<file path="src/rtl/echo_delay_ctrl.sv">
// Per-sample echo controller: reads the delayed sample from the smart_ram buffer, mixes it with
// the input at a programmable wet gain, writes the result back and emits the processed sample.
module echo_delay_ctrl #(
  parameter int DATA_WIDTH = 16,
  parameter int ADDR_WIDTH = 13,
  parameter int FEEDBACK   = 1,
  parameter int TIMEOUT    = 64
) (
  input  logic                  i_clk,
  input  logic                  i_rst,
  input  logic [DATA_WIDTH-1:0] i_sample_in,
  input  logic                  i_sample_valid,
  input  logic                  i_enable,
  input  logic [7:0]            i_gain,
  input  logic [ADDR_WIDTH-3:0] i_delay,
  output logic [DATA_WIDTH-1:0] o_sample_out,
  output logic                  o_sample_out_valid,
  output logic                  o_overrun,
  output logic                  o_ram_err,
  output logic [DATA_WIDTH-1:0] o_ram_data_in,
  output logic [ADDR_WIDTH-1:0] o_ram_offset,
  output logic                  o_ram_wr,
  output logic                  o_ram_rd,
  input  logic [DATA_WIDTH-1:0] i_ram_data_out,
  input  logic                  i_ram_write_finish,
  input  logic                  i_ram_read_finish,
  input  logic                  i_ram_available
);

  // state     | meaning
  // S_IDLE    | waiting for a sample strobe
  // S_RD_REQ  | waiting for the RAM to go idle, then issue the delayed-sample read
  // S_RD_WAIT | waiting for read_finish (or timeout)
  // S_MIX     | compute wet mix and saturate
  // S_WR_REQ  | waiting for the RAM to go idle, then issue the buffer write
  // S_WR_WAIT | waiting for write_finish (or timeout)
  // S_OUT     | present the processed sample
  typedef enum logic [2:0] {
    S_IDLE, S_RD_REQ, S_RD_WAIT, S_MIX, S_WR_REQ, S_WR_WAIT, S_OUT
  } state_t;

  localparam int DW    = DATA_WIDTH;
  localparam int CNT_W = $clog2(TIMEOUT + 1);

  state_t                  r_state;
  logic signed [DW-1:0]    r_x;
  logic signed [DW-1:0]    r_dl;
  logic [ADDR_WIDTH-3:0]   r_d;
  logic [7:0]              r_g;
  logic                    r_en;
  logic [DW-1:0]           r_y;
  logic [CNT_W-1:0]        r_tmo;
  logic [DW-1:0]           r_sample_out;
  logic                    r_sample_out_valid;
  logic                    r_overrun;
  logic                    r_ram_err;
  logic [DW-1:0]           r_ram_data_in;
  logic [ADDR_WIDTH-1:0]   r_ram_offset;
  logic                    r_ram_wr;
  logic                    r_ram_rd;

  logic signed [DW+8:0]    w_prod;
  logic signed [DW+8:0]    w_wet_full;
  logic signed [DW-1:0]    w_wet;
  logic signed [DW:0]      w_sum;
  logic [DW-1:0]           w_sat;
  logic [DW-1:0]           w_y;
  logic                    w_tmo_hit;

  // Signed delayed sample times unsigned Q0.8 gain; the shift floors toward -inf.
  assign w_prod     = $signed(r_dl) * $signed({1'b0, r_g});
  assign w_wet_full = w_prod >>> 8;
  assign w_wet      = w_wet_full[DW-1:0];
  assign w_sum      = $signed({r_x[DW-1], r_x}) + $signed({w_wet[DW-1], w_wet});

  always_comb begin
    w_sat = w_sum[DW-1:0];
    if (w_sum[DW] != w_sum[DW-1])
      w_sat = w_sum[DW] ? {1'b1, {(DW-1){1'b0}}} : {1'b0, {(DW-1){1'b1}}};
  end

  assign w_y       = r_en ? w_sat : r_x;
  assign w_tmo_hit = (r_tmo >= CNT_W'(TIMEOUT - 1));

  always_ff @(posedge i_clk) begin
    if (i_rst) begin
      r_state            <= S_IDLE;
      r_x                <= '0;
      r_dl               <= '0;
      r_d                <= '0;
      r_g                <= '0;
      r_en               <= 1'b0;
      r_y                <= '0;
      r_tmo              <= '0;
      r_sample_out       <= '0;
      r_sample_out_valid <= 1'b0;
      r_overrun          <= 1'b0;
      r_ram_err          <= 1'b0;
      r_ram_data_in      <= '0;
      r_ram_offset       <= '0;
      r_ram_wr           <= 1'b0;
      r_ram_rd           <= 1'b0;
    end else begin
      r_sample_out_valid <= 1'b0;
      r_ram_rd           <= 1'b0;
      r_ram_wr           <= 1'b0;
      if (i_sample_valid && (r_state != S_IDLE))
        r_overrun <= 1'b1;

      case (r_state)
        S_IDLE: begin
          if (i_sample_valid) begin
            r_x   <= i_sample_in;
            r_d   <= i_delay;
            r_g   <= i_gain;
            r_en  <= i_enable;
            r_tmo <= '0;
            if (i_delay != '0) begin
              r_state <= S_RD_REQ;
            end else begin
              r_dl    <= '0;
              r_state <= S_MIX;
            end
          end
        end
        S_RD_REQ: begin
          if (w_tmo_hit) begin
            r_ram_err <= 1'b1;
            r_dl      <= '0;
            r_state   <= S_MIX;
          end else begin
            r_tmo <= r_tmo + 1'b1;
            if (i_ram_available) begin
              r_ram_rd     <= 1'b1;
              r_ram_offset <= {r_d, 2'b00};
              r_state      <= S_RD_WAIT;
            end
          end
        end
        S_RD_WAIT: begin
          if (i_ram_read_finish) begin
            r_dl    <= i_ram_data_out;
            r_state <= S_MIX;
          end else if (w_tmo_hit) begin
            r_ram_err <= 1'b1;
            r_dl      <= '0;
            r_state   <= S_MIX;
          end else begin
            r_tmo <= r_tmo + 1'b1;
          end
        end
        S_MIX: begin
          r_y     <= w_y;
          r_tmo   <= '0;
          r_state <= S_WR_REQ;
        end
        S_WR_REQ: begin
          if (w_tmo_hit) begin
            r_ram_err <= 1'b1;
            r_state   <= S_OUT;
          end else begin
            r_tmo <= r_tmo + 1'b1;
            if (i_ram_available) begin
              r_ram_wr      <= 1'b1;
              r_ram_offset  <= '0;
              r_ram_data_in <= (FEEDBACK != 0) ? r_y : r_x;
              r_state       <= S_WR_WAIT;
            end
          end
        end
        S_WR_WAIT: begin
          if (i_ram_write_finish) begin
            r_state <= S_OUT;
          end else if (w_tmo_hit) begin
            r_ram_err <= 1'b1;
            r_state   <= S_OUT;
          end else begin
            r_tmo <= r_tmo + 1'b1;
          end
        end
        S_OUT: begin
          r_sample_out       <= r_y;
          r_sample_out_valid <= 1'b1;
          r_state            <= S_IDLE;
        end
        default: r_state <= S_IDLE;
      endcase
    end
  end

  assign o_sample_out       = r_sample_out;
  assign o_sample_out_valid = r_sample_out_valid;
  assign o_overrun          = r_overrun;
  assign o_ram_err          = r_ram_err;
  assign o_ram_data_in      = r_ram_data_in;
  assign o_ram_offset       = r_ram_offset;
  assign o_ram_wr           = r_ram_wr;
  assign o_ram_rd           = r_ram_rd;

endmodule

</file>
<file path="config.mk">
export PLATFORM = sky130hd
export DESIGN_NAME = echo_delay_ctrl
export DESIGN_NICKNAME = d
export VERILOG_FILES = /design/src/rtl/echo_delay_ctrl.sv
export SDC_FILE = /design/constraint.sdc
export NUM_CORES = 1
export LEC_CHECK = 0
export CORE_MARGIN = 2
export CORE_UTILIZATION = 35
export CTS_BUF_LIST = sky130_fd_sc_hd__clkbuf_16
export CTS_CLUSTER_SIZE = 10
export DETAILED_ROUTE_END_ITERATION = 10
export DONT_BUFFER_PORTS = 1
export GPL_ROUTABILITY_DRIVEN = 1
export GPL_TIMING_DRIVEN = 0
export PLACE_DENSITY = 0.49
export SYNTH_ARGS = -nofsm -noshare
export SYNTH_HDL_FRONTEND = slang
export SYNTH_SLANG_ARGS = --single-unit
</file>
<file path="constraint.sdc">
create_clock -name i_clk -period 6.3 [get_ports i_clk]
set_input_delay 0.315 -clock i_clk [delete_from_list [all_inputs] [get_ports i_clk]]
set_output_delay 0.315 -clock i_clk [all_outputs]
set_load 0.03 [all_outputs]
</file>
* Word-level counts from Yosys, hierarchy flattened
Cells that the tools add are included.
** Operators by class
- $add $sub $neg :: 2
- Eq/ne operators :: 19
- Order comparisons :: 1
- Bitwise operators :: 3
- Multiply operators :: 1
- Muxes and demuxes :: 36
- Reduce and logical (&&, ||, !) cells :: 18
** Operators with widths (number)
- 16-bit 2-to-1 mux :: 7
- 13-bit 2-to-1 mux :: 4
- 16-bit one-hot mux with 3 select lines :: 1
- 7-bit one-hot mux with 5 select lines :: 1
- 7-bit 2-to-1 mux :: 4
- 3-bit 2-to-1 mux :: 9
- 13-bit one-hot mux with 2 select lines :: 1
- 16-bit by 9-bit multiplier with 24-bit output :: 1
- 3-bit one-hot mux with 6 select lines :: 1
- 16-bit by 16-bit adder with 17-bit output :: 1
- 2-bit != test (second input constant) :: 8
- 3-bit != test (second input constant) :: 4
- 11-bit nonzero test :: 1
- 5-bit AND reduction :: 2
- 3-bit equality test (second input constant) :: 3
- 3-bit AND reduction :: 3
- 3-bit nonzero test :: 3
- 7-bit by 1-bit adder with 7-bit output (second input constant) :: 1
- 7-bit by 6-bit >= comparator with 1-bit output (second input constant) :: 1
- 3-bit by 2-bit equality test with 1-bit output (second input constant) :: 2
- 1-bit 2-to-1 mux :: 6
- 2-bit OR reduction :: 3
- 5-bit nonzero test :: 1
- 4-bit AND reduction :: 1
- other kinds (9) :: 11
** Storage, ports and cells
- Word-level logic and storage cells :: 96
- Output and inout port bits :: 50
- Register bits after elaboration :: 128
- Input port bits :: 58

* Depth between registers and ports, before layout
Gate-level depths: netlist of run 1.
- Depth in word-level cells :: 5
- Mapped depth :: 29

* Worst setup path after synthesis of run 1
No wires, ideal clock.
- Path type :: reg-to-reg
- From :: register r_g[2]
- To :: register r_y[0]
- Setup time :: 0.115 ns
- Setup slack :: -0.190 ns
- Buffers on the path :: 2
- Cell stages (with the launch flop) :: 29
- Arrival :: 6.376 ns
- Cell sequence :: dfxtp_1 > clkbuf_1 > clkbuf_1 > nand2_1 > fa_1 > inv_1 > fa_1 > inv_1 > fa_1 > inv_1 > fa_1 > ha_1 > nor3_1 > o41a_1 > nor3_1 > o21a_1 > o2111ai_1 > nand2_1 > a21oi_1 > xnor2_1 > ha_1 > and4_4 > a221oi_2 > o21ai_2 > o21ai_2 > mux2i_2 > inv_2 > maj3_1 > o21a_1
** Between the ends
- Cells in the longest elaborated chain, start to end :: 5
- Elaborated cells between the ends (all ways) :: 6
- Classes of those cells :: add/sub (1); mul (1); eq/ne (1); mux (3)
** Ends and longest elaborated chain
- start, declared :: RTL line 49 : logic [7:0] r_g;
- start signal, assigned :: RTL line 115 : r_g <= i_gain;
- 16-bit by 9-bit multiplier with 24-bit output (*) :: RTL line 71 : assign w_prod = $signed(r_dl) * $signed({1'b0, r_g});
- 16-bit by 16-bit adder with 17-bit output (*) :: RTL line 74 : assign w_sum = $signed({r_x[DW-1], r_x}) + $signed({w_wet[DW-1], w_wet});
- 16-bit 2-to-1 mux or 1-bit != test (tied branches) :: RTL line 79, 78
- 16-bit 2-to-1 mux (*) :: RTL line 78 : if (w_sum[DW] != w_sum[DW-1])
- 16-bit 2-to-1 mux (*) :: RTL line 82 : assign w_y = r_en ? w_sat : r_x;
- end signal, assigned :: RTL line 153 : r_y <= w_y;
- end, declared :: RTL line 51 : logic [DW-1:0] r_y;
Every way passes the cells marked *; elsewhere a longest branch is shown, timed or not.
A chain may end at the register's enable or synchronous reset.

* Worst setup path after layout of run 1
- From :: register r_g[0]
- To :: register r_y[1]
The elaborated chain is that of the path after synthesis.

==> run metrics, run 1 <==
Antenna Cells 0; Sequential cell area 2550 sq um; syn_area_per_cell 8.18 sq um; Post-Synthesis Cells 1201; DR vias/cell 4.94; Synth Area in Compound Gates 14.8%; PD cells 253 nW/um^2; YS warnings 0; Core Area 27700 sq um; crit share post-route 103%; failing checks setup timing; fmax 155 MHz; Cell Area, Placed 10300 sq um; final instance area 11500 sq um; EDFF count, synth 0; worst-path maximum fanout 5; Synth Register Bits 126; Hold Crit Class in -> reg; CTS tree built; pin count of the biggest net entering global routing 17; status complete, but fails checks; Num CTS Buffers 17; setup violators final 15; DRT iter0 DRCs 336; crit path capture r_y[1]; clk slew on worst S/H paths 0.08 ns; Placer Congestion 0.832; GRT Resource Usage Total 19.9%; I/O Buffers 0; layout cells sized above 1 11.4%; routed len/inst 17.1 um; clock skew 0.0244 ns; post-synthesis instance area 9820 sq um; mux contribution to synthesized area 0.344%; Max-Cap Viols 0; Nets 1465; asr flop ratio synth 0%; Critical path origin r_g[0]; Worst Tran Pin Value 0.960 ns; initial antenna violation count 0; R2R Path End r_y[1]; Crit. End Element flip-flop; dpl ws -1.06 ns; clk root buf clkbuf_16; crit path kind reg -> reg; Layout area overhead 17.2%; LEAKAGE 0.00515 uW; R2R setup slack -0.17 ns; Worst EP required 6.62 ns; final core occ 41.5%; area occupied by multi-input gates 6760 sq um; Tmin final 6.47 ns; Max Slew Vio Count 0; post-synth top area share 25.7%; IO Pins 108; Skew-Pair Late Insertion Delay 0.43 ns; Synth Flop Type dfxtp_1; chip width 172 um; post-DP HPWL 21000 um; vias in the first global route 8155; row count 61; commonest non-fill, non-tap cell in the layout nand2_1; DRT Pass-1 Iters 5; top cells by area, synth dfxtp_1 26%, fa_1 20%, nand2_1 8.6%, ha_1 7.9%, a21oi_1 6.1%; Simple-Gate Fraction of Synth Area 20.1%; crit path DAT 6.79 ns; die area 29400 sq um; final worst slack -0.171 ns; Slew headroom 36.0%; XOR/XNOR Fraction of Synth Area 2.68%; RSZ-0062 raised after global routing yes; r2r startpoint r_g[0]; largest family of logic cells by synthesized area adder cells; dominant cell type by area after synthesis dfxtp_1; power after layout 2910 uW; H-Tree Depth 4; CTS sink cnt 126; via count 8082; die height 172 um; Clock Path Buffers 2; WL final 28000 um; Routed Antenna Nets 0; Worst Reg-to-Reg Cells 27; first-pass GRT wire length 45100 um; Netlist cell types 59; sequential area share after synthesis 25.7%; most frequent cells in the layout 222 x nand2_1, 133 x inv_1, 113 x a21oi_1; DRC Markers 0; Final Hold Violating Endpoints 0; Filler cells 2857; Worst setup SP type flip-flop; GRT Residual Overflow 0; VDD IR-drop max 0.000199 V; post-synthesis adder-cell area fraction 28.5%; Starting Density 35.4%
cells in the mapped netlist, types with 2 or more instances:
library cell  number
nand2_1          225
inv_1            138
dfxtp_1          126
a21oi_1          119
fa_1             100
nor2_1            79
and2_1            70
ha_1              62
clkbuf_1          60
a22oi_1           28
o21ai_0           26
nor3_1            21
xnor2_1           21
o21a_1            10
a21o_1             9
nand3_1            9
xor2_1             9
o211ai_1           8
nor4_1             7
a31oi_1            5
and3_1             4
nand2b_1           4
nor2b_1            4
o21ai_1            4
o21bai_1           4
or3_1              4
a211o_1            3
buf_4              3
a211oi_1           2
a21boi_0           2
a221oi_1           2
and4_1             2
maj3_1             2
mux2i_1            2
o2111ai_1          2
o21ai_2            2
power by group:
| part | internal (uW) | total, uW | leakage [uW] | switching (uW) |
|---|---|---|---|---|
| clock | 533 | 1010 | 0.000287 | 473 |
| sequential | 892 | 1020 | 0.00103 | 131 |
| combinational | 329 | 884 | 0.00383 | 555 |
| total | 1750 | 2910 | 0.00515 | 1160 |
per-stage QoR:
stage / setup TNS (ns) / cells / hold slack, ns
global route: -5.28 / 1636 / 0.0100
detailed placement: -15.54 / 1580 / 0.441
global placement: -15.28 / 1580 / 0.436
finish: -1.76 / 1636 / 0.0107
CTS: -2.05 / 1632 / 0.000709
floorplan: 0 / 1202 / 0.421
how the worst min path moves through the flow:
stage / from / endpoint / cells after the start
3_5_place_dp: r_tmo[6] / r_tmo[6] / 2
2_1_floorplan: r_tmo[6] / r_tmo[6] / 2
5_1_grt: i_sample_in[7] / r_x[7] / 2
3_3_place_gp: r_tmo[6] / r_tmo[6] / 2
6_report: i_sample_in[7] / r_x[7] / 2
4_1_cts: i_sample_in[7] / r_x[7] / 2
cell type report:
| type | instances | share of cell area, % |
|---|---|---|
| Multi-Input combinational cell | 874 | 58.8 |
| Sequential cell | 126 | 22.2 |
| Inverter | 139 | 4.53 |
| Tap cell | 378 | 4.11 |
| Clock buffer | 17 | 3.70 |
| Buffer | 52 | 2.78 |
| Timing Repair Buffer | 35 | 2.47 |
| Clock inverter | 15 | 1.48 |
flip-flops by register name, summed over array words and instances (netlist names):
register,flops
r_en,1
r_g,8
o_ram_data_in,16
r_x,16
o_sample_out,16
o_ram_wr,1
o_ram_offset,11
o_overrun,1
r_d,11
r_state,3
o_ram_err,1
o_ram_rd,1
o_sample_out_valid,1
r_dl,16
r_tmo,7
r_y,16
timing repair:
item | in CTS | in global routing
pin swaps | 52 | 10
buffers inserted | 24 | 5
endpoints found under the setup margin | 16 | 16
resized for setup | 84 | 12
hold buffers | 3 | 0
gates cloned | 3 | 0
hold endpoints to repair | 3 | 0
kinds of logic after synthesis:
kind of cell             count (synthesis)
adder cells (fa/ha/maj)                164
multiplexers                             3
flip-flops                             126
other                                    1
XOR/XNOR                                30
AND/OR/NAND/NOR                        438
AO/OA/AOI/OAI                          237
buffers and inverters                  202
worst max-delay path, cell delays in order (launching register included):
cell,delay (ns)
dfxtp_4,0.41
clkbuf_16,0.17
nand2_4,0.05
fa_1,0.56
inv_2,0.05
fa_1,0.51
inv_1,0.05
fa_1,0.50
inv_2,0.05
fa_1,0.45
ha_2,0.20
nor3_2,0.16
o41a_1,0.22
nor3_2,0.06
o21a_2,0.26
o2111ai_4,0.24
nand2_4,0.11
a21oi_2,0.14
xnor2_1,0.15
ha_2,0.33
and4_4,0.16
a221oi_2,0.27
o21ai_2,0.11
o21ai_2,0.18
mux2i_4,0.36
inv_2,0.11
maj3_2,0.31
o21a_1,0.17
routing by layer:
| metal | wire length, um | up-vias | track usage [%] |
|---|---|---|---|
| met3 | 1420 | 30 | 3.77 |
| met1 | 12900 | 3899 | 27.1 |
| li1 | - | 3987 | - |
| met5 | 0 | - | 0 |
| met4 | 520 | 0 | 5.01 |
| met2 | 13100 | 166 | 32.5 |
Note: power is estimated with default switching activity, not from simulation.
==> run 2: changes to the inputs <==
Settings changed: ABC_CLOCK_PERIOD_IN_PS set to 6300, PLACE_DENSITY 0.49 to 0.5, RECOVER_POWER set to 25.
==> run 2 against run 1 <==
Effect of this change:
- the run still ends with setup timing left
- clock skew up 0.00071 ns
- worst setup slack worse by 0.058 ns
- first-iteration DRC count down 0.89%
- die area unchanged
- non-clock buffer count unchanged
- final area up 1.1%
- worst hold slack better by 0.0035 ns
- global-route usage about the same
- flip-flop and latch count unchanged
- critical endpoint is now r_y[0]
- largest cell class unchanged
==> run metrics, run 2 (synthesized netlist as in run 1, its figures left out) <==
status complete, but fails checks; failing checks setup timing; Crit. End Element flip-flop; Nets 1465 (unchanged); PD cells 251 nW/um^2 (-0.91%); initial antenna violation count 0 (unchanged); DRT iter0 DRCs 333 (-0.89%); Routed Antenna Nets 0 (unchanged); Hold Crit Start i_sample_in[8]; Starting Density 35.4% (unchanged); Core Area 27700 sq um (unchanged); Worst Reg-to-Reg Cells 27 (unchanged); setup violators final 16 (+1); row count 61 (unchanged); commonest non-fill, non-tap cell in the layout nand2_1; CP delay by family, top adder cells; crit path kind reg -> reg; TNS Setup -2.38 ns (-0.619 ns); routed len/inst 17.0 um (-0.96%); vias in the first global route 8370 (+2.6%); DR vias/cell 4.90 (-0.80%); Most Frequent Cell on Critical Path fa_1; via count 8017 (-0.80%); first-pass GRT wire length 45200 um (+0.21%); final worst slack -0.230 ns (-0.0584 ns); crit path DAT 6.84 ns (+0.05 ns); Worst Tran Pin Value 0.938 ns (-0.0220 ns); most frequent cells in the layout 220 x nand2_1, 131 x inv_1, 112 x dfxtp_1; critical path's largest stage delay 0.55 ns (about the same); Tmin final 6.53 ns (+0.0584 ns); slowest CP cell fa_1; Worst Path Buf+Inv 5 (unchanged); final instance area 11600 sq um (+1.1%); Antenna Cells 0 (unchanged); I/O Buffers 0 (unchanged); fmax 153 MHz (-0.89%); Hold Crit Class in -> reg; H-Tree Depth 4 (unchanged); Max-Cap Viols 0 (unchanged); Worst EP required 6.62 ns (about the same); Slew headroom 37.4% (+1.5 points); IO Pins 108 (unchanged); Clock Path Buffers 2 (unchanged); GRT Resource Usage Total 19.9% (about the same); R2R Path End r_y[0]; WL final 27800 um (-0.96%); Final Hold Violating Endpoints 0 (unchanged); Max Slew Vio Count 0 (unchanged); hold path cells 2 (unchanged); Worst Hold End r_x[8]; power after layout 2920 uW (+0.20%); clk slew on worst S/H paths 0.08 ns (about the same); Skew-Pair Late Insertion Delay 0.43 ns (about the same); pin count of the biggest net entering global routing 17 (unchanged); GRT Residual Overflow 0 (unchanged); LEAKAGE 0.00515 uW (about the same); r2r startpoint r_g[0]; final core occ 42.0% (+0.47 points); CTS sink cnt 126 (unchanged); CTS tree built; Layout area overhead 18.5%; clk root buf clkbuf_16; die height 172 um (unchanged); Num CTS Buffers 17 (unchanged); clock skew 0.0251 ns (+0.000707 ns); VDD IR-drop max 0.000175 V (-12%); Worst setup SP type flip-flop; Cell Area, Placed 10300 sq um (unchanged); crit share post-route 104% (+0.93 points); Placer Congestion 0.818 (-1.7%); die area 29400 sq um (unchanged); DRC Markers 0 (unchanged); DRT Pass-1 Iters 4 (-1); R2R setup slack -0.23 ns (-0.06 ns); post-DP HPWL 20700 um (-1.5%); worst-path maximum fanout 8 (+3); chip width 172 um (unchanged); RSZ-0062 raised after global routing yes; layout cells sized above 1 12.5% (+1.1 points)
==> run 2: changes by cell type in the layout (fill, tap and decap cells not counted), sizes merged <==
cell,before,now
buf,35,33
dlygate4sd3,3,5
==> run 2: how the worst max path moves through the flow <==
stage	startpoint	endpoint	slack (ns)	cells past startpoint
detailed placement	r_g[3]	r_y[14]	-1.16	27
global route	r_g[0]	r_y[0]	-0.46	27
CTS	r_g[0]	r_y[0]	-0.21	27
finish	r_g[0]	r_y[0]	-0.23	27
global placement	r_g[3]	r_y[14]	-1.17	27
floorplan	r_g[2]	r_y[0]	0.03	28
==> run 2: cell type report <==
cell class	count	area [sq um]
plain buffers	52	330
clock inverters	15	170
well taps	378	473
multi-input cells	874	6880
fillers	2841	16100
inverters	139	522
flip-flops and latches	126	2550
clock buffers	17	425
repair buffers	35	290
==> run 2: metrics by stage <==
step / hold WS (ns) / std cells / setup WS (ns)
5_1_grt: 0.0179 / 1636 / -0.461
3_3_place_gp: 0.439 / 1580 / -1.17
3_5_place_dp: 0.442 / 1580 / -1.16
4_1_cts: 0.000171 / 1633 / -0.209
6_report: 0.0141 / 1636 / -0.230
2_1_floorplan: 0.421 / 1202 / 0.0263
==> run 2: metal layers <==
layer	wire (um)	share of wire, %	vias to the layer above	global-route usage (%)
met1	12500	45	3832	25.6
li1	-	-	3968	-
met2	13000	47	183	33.3
met5	0	0	-	0
met3	1730	6.2	34	5.22
met4	481	1.7	0	4.97
==> run 2: what timing repair did <==
action,CTS,global route
setup buffers,26,4
hold buffers,5,0
hold endpoints to repair,5,0
setup endpoints to repair,16,16
pin swaps,53,18
gates resized for setup,100,20
==> run 2: power breakdown <==
group	switching, uW	leakage, uW	internal (uW)
clock	464	0.000287	533
sequential	132	0.00103	892
combinational	561	0.00383	337
==> run 3: changes to the inputs <==
Settings changed: PLACE_DENSITY 0.5 to 0.55.
==> run 3 against run 2 <==
Effect of this change:
- the flow still finishes with violations (setup timing)
- worst setup slack worse by 0.014 ns
- register-to-register slack hardly changed
- critical path depth increased by 2
- global-route usage decreased by 0.66 points
- final area grew 0.31%
- total power barely moved
- clock power down 0.5%
- non-clock buffer count increased by 4
- combinational power rose by 0.8%
- die area stayed put
==> run metrics, run 3 (synthesized netlist as in run 1, its figures left out) <==
status complete, but fails checks; failing checks setup timing; Routed Antenna Nets 0 (unchanged); routed len/inst 16.6 um (-2.4%); RSZ-0062 raised after global routing yes; combinational fraction of design power 31.0% (+0.2 points); via count 8091 (+0.92%); hold path cells 2 (unchanged); crit path kind reg -> reg; Cell Area, Placed 10300 sq um (unchanged); Max-Cap Viols 0 (unchanged); vias in the first global route 8202 (-2.0%); CP delay by family, top adder cells; Worst EP required 6.66 ns (+0.04 ns); final worst slack -0.244 ns (-0.0140 ns); final hold slack 0.0150 ns (+0.000840 ns); Final Hold Violating Endpoints 0 (unchanged); first-pass GRT wire length 43800 um (-3.1%); chip width 172 um (unchanged); GRT Resource Usage Total 19.3% (-0.66 points); Layout area overhead 18.9%; Worst Hold End r_x[12]; Max Slew Vio Count 0 (unchanged); Worst Path Buf+Inv 8 (+3); most frequent cells in the layout 219 x nand2_1, 135 x inv_1, 112 x a21oi_1; worst-path maximum fanout 5 (-3); final core occ 42.1% (+0.13 points); Worst Reg-to-Reg Cells 29 (+7.4%); VDD IR-drop max 0.000179 V (+2.3%); DR vias/cell 4.93 (+0.68%); Hold Crit Start i_sample_in[12]; PD cells 250 nW/um^2 (-0.23%); Most Frequent Cell on Critical Path fa_1; R2R setup slack -0.24 ns (about the same); DRT iter0 DRCs 457 (+37%); initial antenna violation count 0 (unchanged); die area 29400 sq um (unchanged); layout cells sized above 1 12.3% (-0.20 points); I/O Buffers 0 (unchanged); IO Pins 108 (unchanged); DRC Markers 0 (unchanged); Sw Pwr 1140 uW (-1.1%); pin count of the biggest net entering global routing 17 (unchanged); H-Tree Depth 4 (unchanged); LEAKAGE 0.00517 uW (+0.42%); Placer Congestion 0.835 (+2.2%); slowest CP cell fa_1; final instance area 11700 sq um (+0.31%); Nets 1469 (+0.27%); Hold Crit Class in -> reg; row count 61 (unchanged); Clock Path Buffers 2 (unchanged); Clk pwr share 34.0% (-0.2 points); GRT Residual Overflow 0 (unchanged); r2r startpoint r_g[0]; crit path DAT 6.90 ns (+0.06 ns); sequential share of power 35.1% (about the same); WL final 27200 um (-2.1%); Antenna Cells 0 (unchanged); Starting Density 35.4% (unchanged); Tmin final 6.54 ns (+0.0140 ns); Core Area 27700 sq um (unchanged); CTS sink cnt 126 (unchanged); Skew-Pair Late Insertion Delay 0.43 ns (about the same); clk root buf clkbuf_16; Worst setup SP type flip-flop; R2R Path End r_y[15]; crit share post-route 104% (+0.22 points); power after layout 2920 uW (about the same); setup violators final 16 (unchanged); internal power 1780 uW (+0.89%); CTS tree built; fmax 153 MHz (-0.21%); clock skew 0.0194 ns (-0.00568 ns); DRT Pass-1 Iters 5 (+1); Crit. End Element flip-flop; Worst Tran Pin Value 0.886 ns (-0.0525 ns); post-DP HPWL 20400 um (-1.5%); clk slew on worst S/H paths 0.08 ns (about the same); die height 172 um (unchanged); Num CTS Buffers 17 (unchanged); Filler cells 2814 (-0.95%); critical path's largest stage delay 0.55 ns (about the same); Slew headroom 40.9% (+3.5 points); switching share of power 39.2% (-0.48 points); commonest non-fill, non-tap cell in the layout nand2_1
run 3: cell types whose count changed in the layout (fill, tap and decap cells not counted), sizes merged:
cell	before	now
buf	33	37
clkinv	7	5
inv	146	148
clkbuf	66	65
dlygate4sd3	5	6
run 3: layout make-up:
class,count,area [sq um],share of cell area (%)
sequential,126,2550,21.9
tap,378,473,4.05
clock inverter,15,170,1.46
multi-input combinational,874,6880,58.9
clock buffer,17,425,3.64
timing repair buffer,39,333,2.85
buffer,52,318,2.72
inverter,139,522,4.47
run 3: power by group through the flow:
| stage | Combinational, uW | Clock [uW] | Sequential, uW |
|---|---|---|---|
| 2_1_floorplan | 583 | 0 | 975 |
| 3_3_place_gp | 776 | 0 | 1020 |
| 3_5_place_dp | 779 | 0 | 1020 |
| 4_1_cts | 870 | 1010 | 1020 |
| 5_1_grt | 1010 | 1050 | 1040 |
| 6_report | 905 | 992 | 1020 |
run 3: what timing repair did:
action / in CTS / in global routing
hold buffers: 6 / 0
pin swaps: 51 / 27
resized for setup: 87 / 33
setup buffers: 24 / 8
gates cloned: 1 / 0
endpoints found under the hold margin: 6 / 0
endpoints found under the setup margin: 16 / 16
run 3: metal layers:
metal | up-vias | part of all wire, % | track usage [%]
met2 | 178 | 48 | 32.0
met3 | 33 | 5.9 | 4.44
li1 | 3989 | - | -
met4 | 0 | 1.5 | 4.90
met5 | - | 0 | 0
met1 | 3891 | 45 | 25.2
run 3: through the flow:
stage               setup slack [ns]  cells  setup TNS (ns)
floorplan                     0.0263   1202               0
global placement               -1.11   1580          -16.28
detailed placement             -1.09   1580          -16.21
CTS                           -0.187   1632           -1.95
global route                  -0.459   1640           -6.46
finish                        -0.244   1640           -3.03
run 3: worst max-delay path by stage:
stage          startpoint  endpoint  slack [ns]  cells past startpoint
2_1_floorplan      r_g[2]    r_y[0]        0.03                     28
3_3_place_gp       r_g[3]   r_y[14]       -1.11                     27
3_5_place_dp       r_g[3]   r_y[14]       -1.09                     27
4_1_cts            r_g[0]    r_y[1]       -0.19                     27
5_1_grt            r_g[0]    r_y[1]       -0.46                     28
6_report           r_g[0]   r_y[15]       -0.24                     29
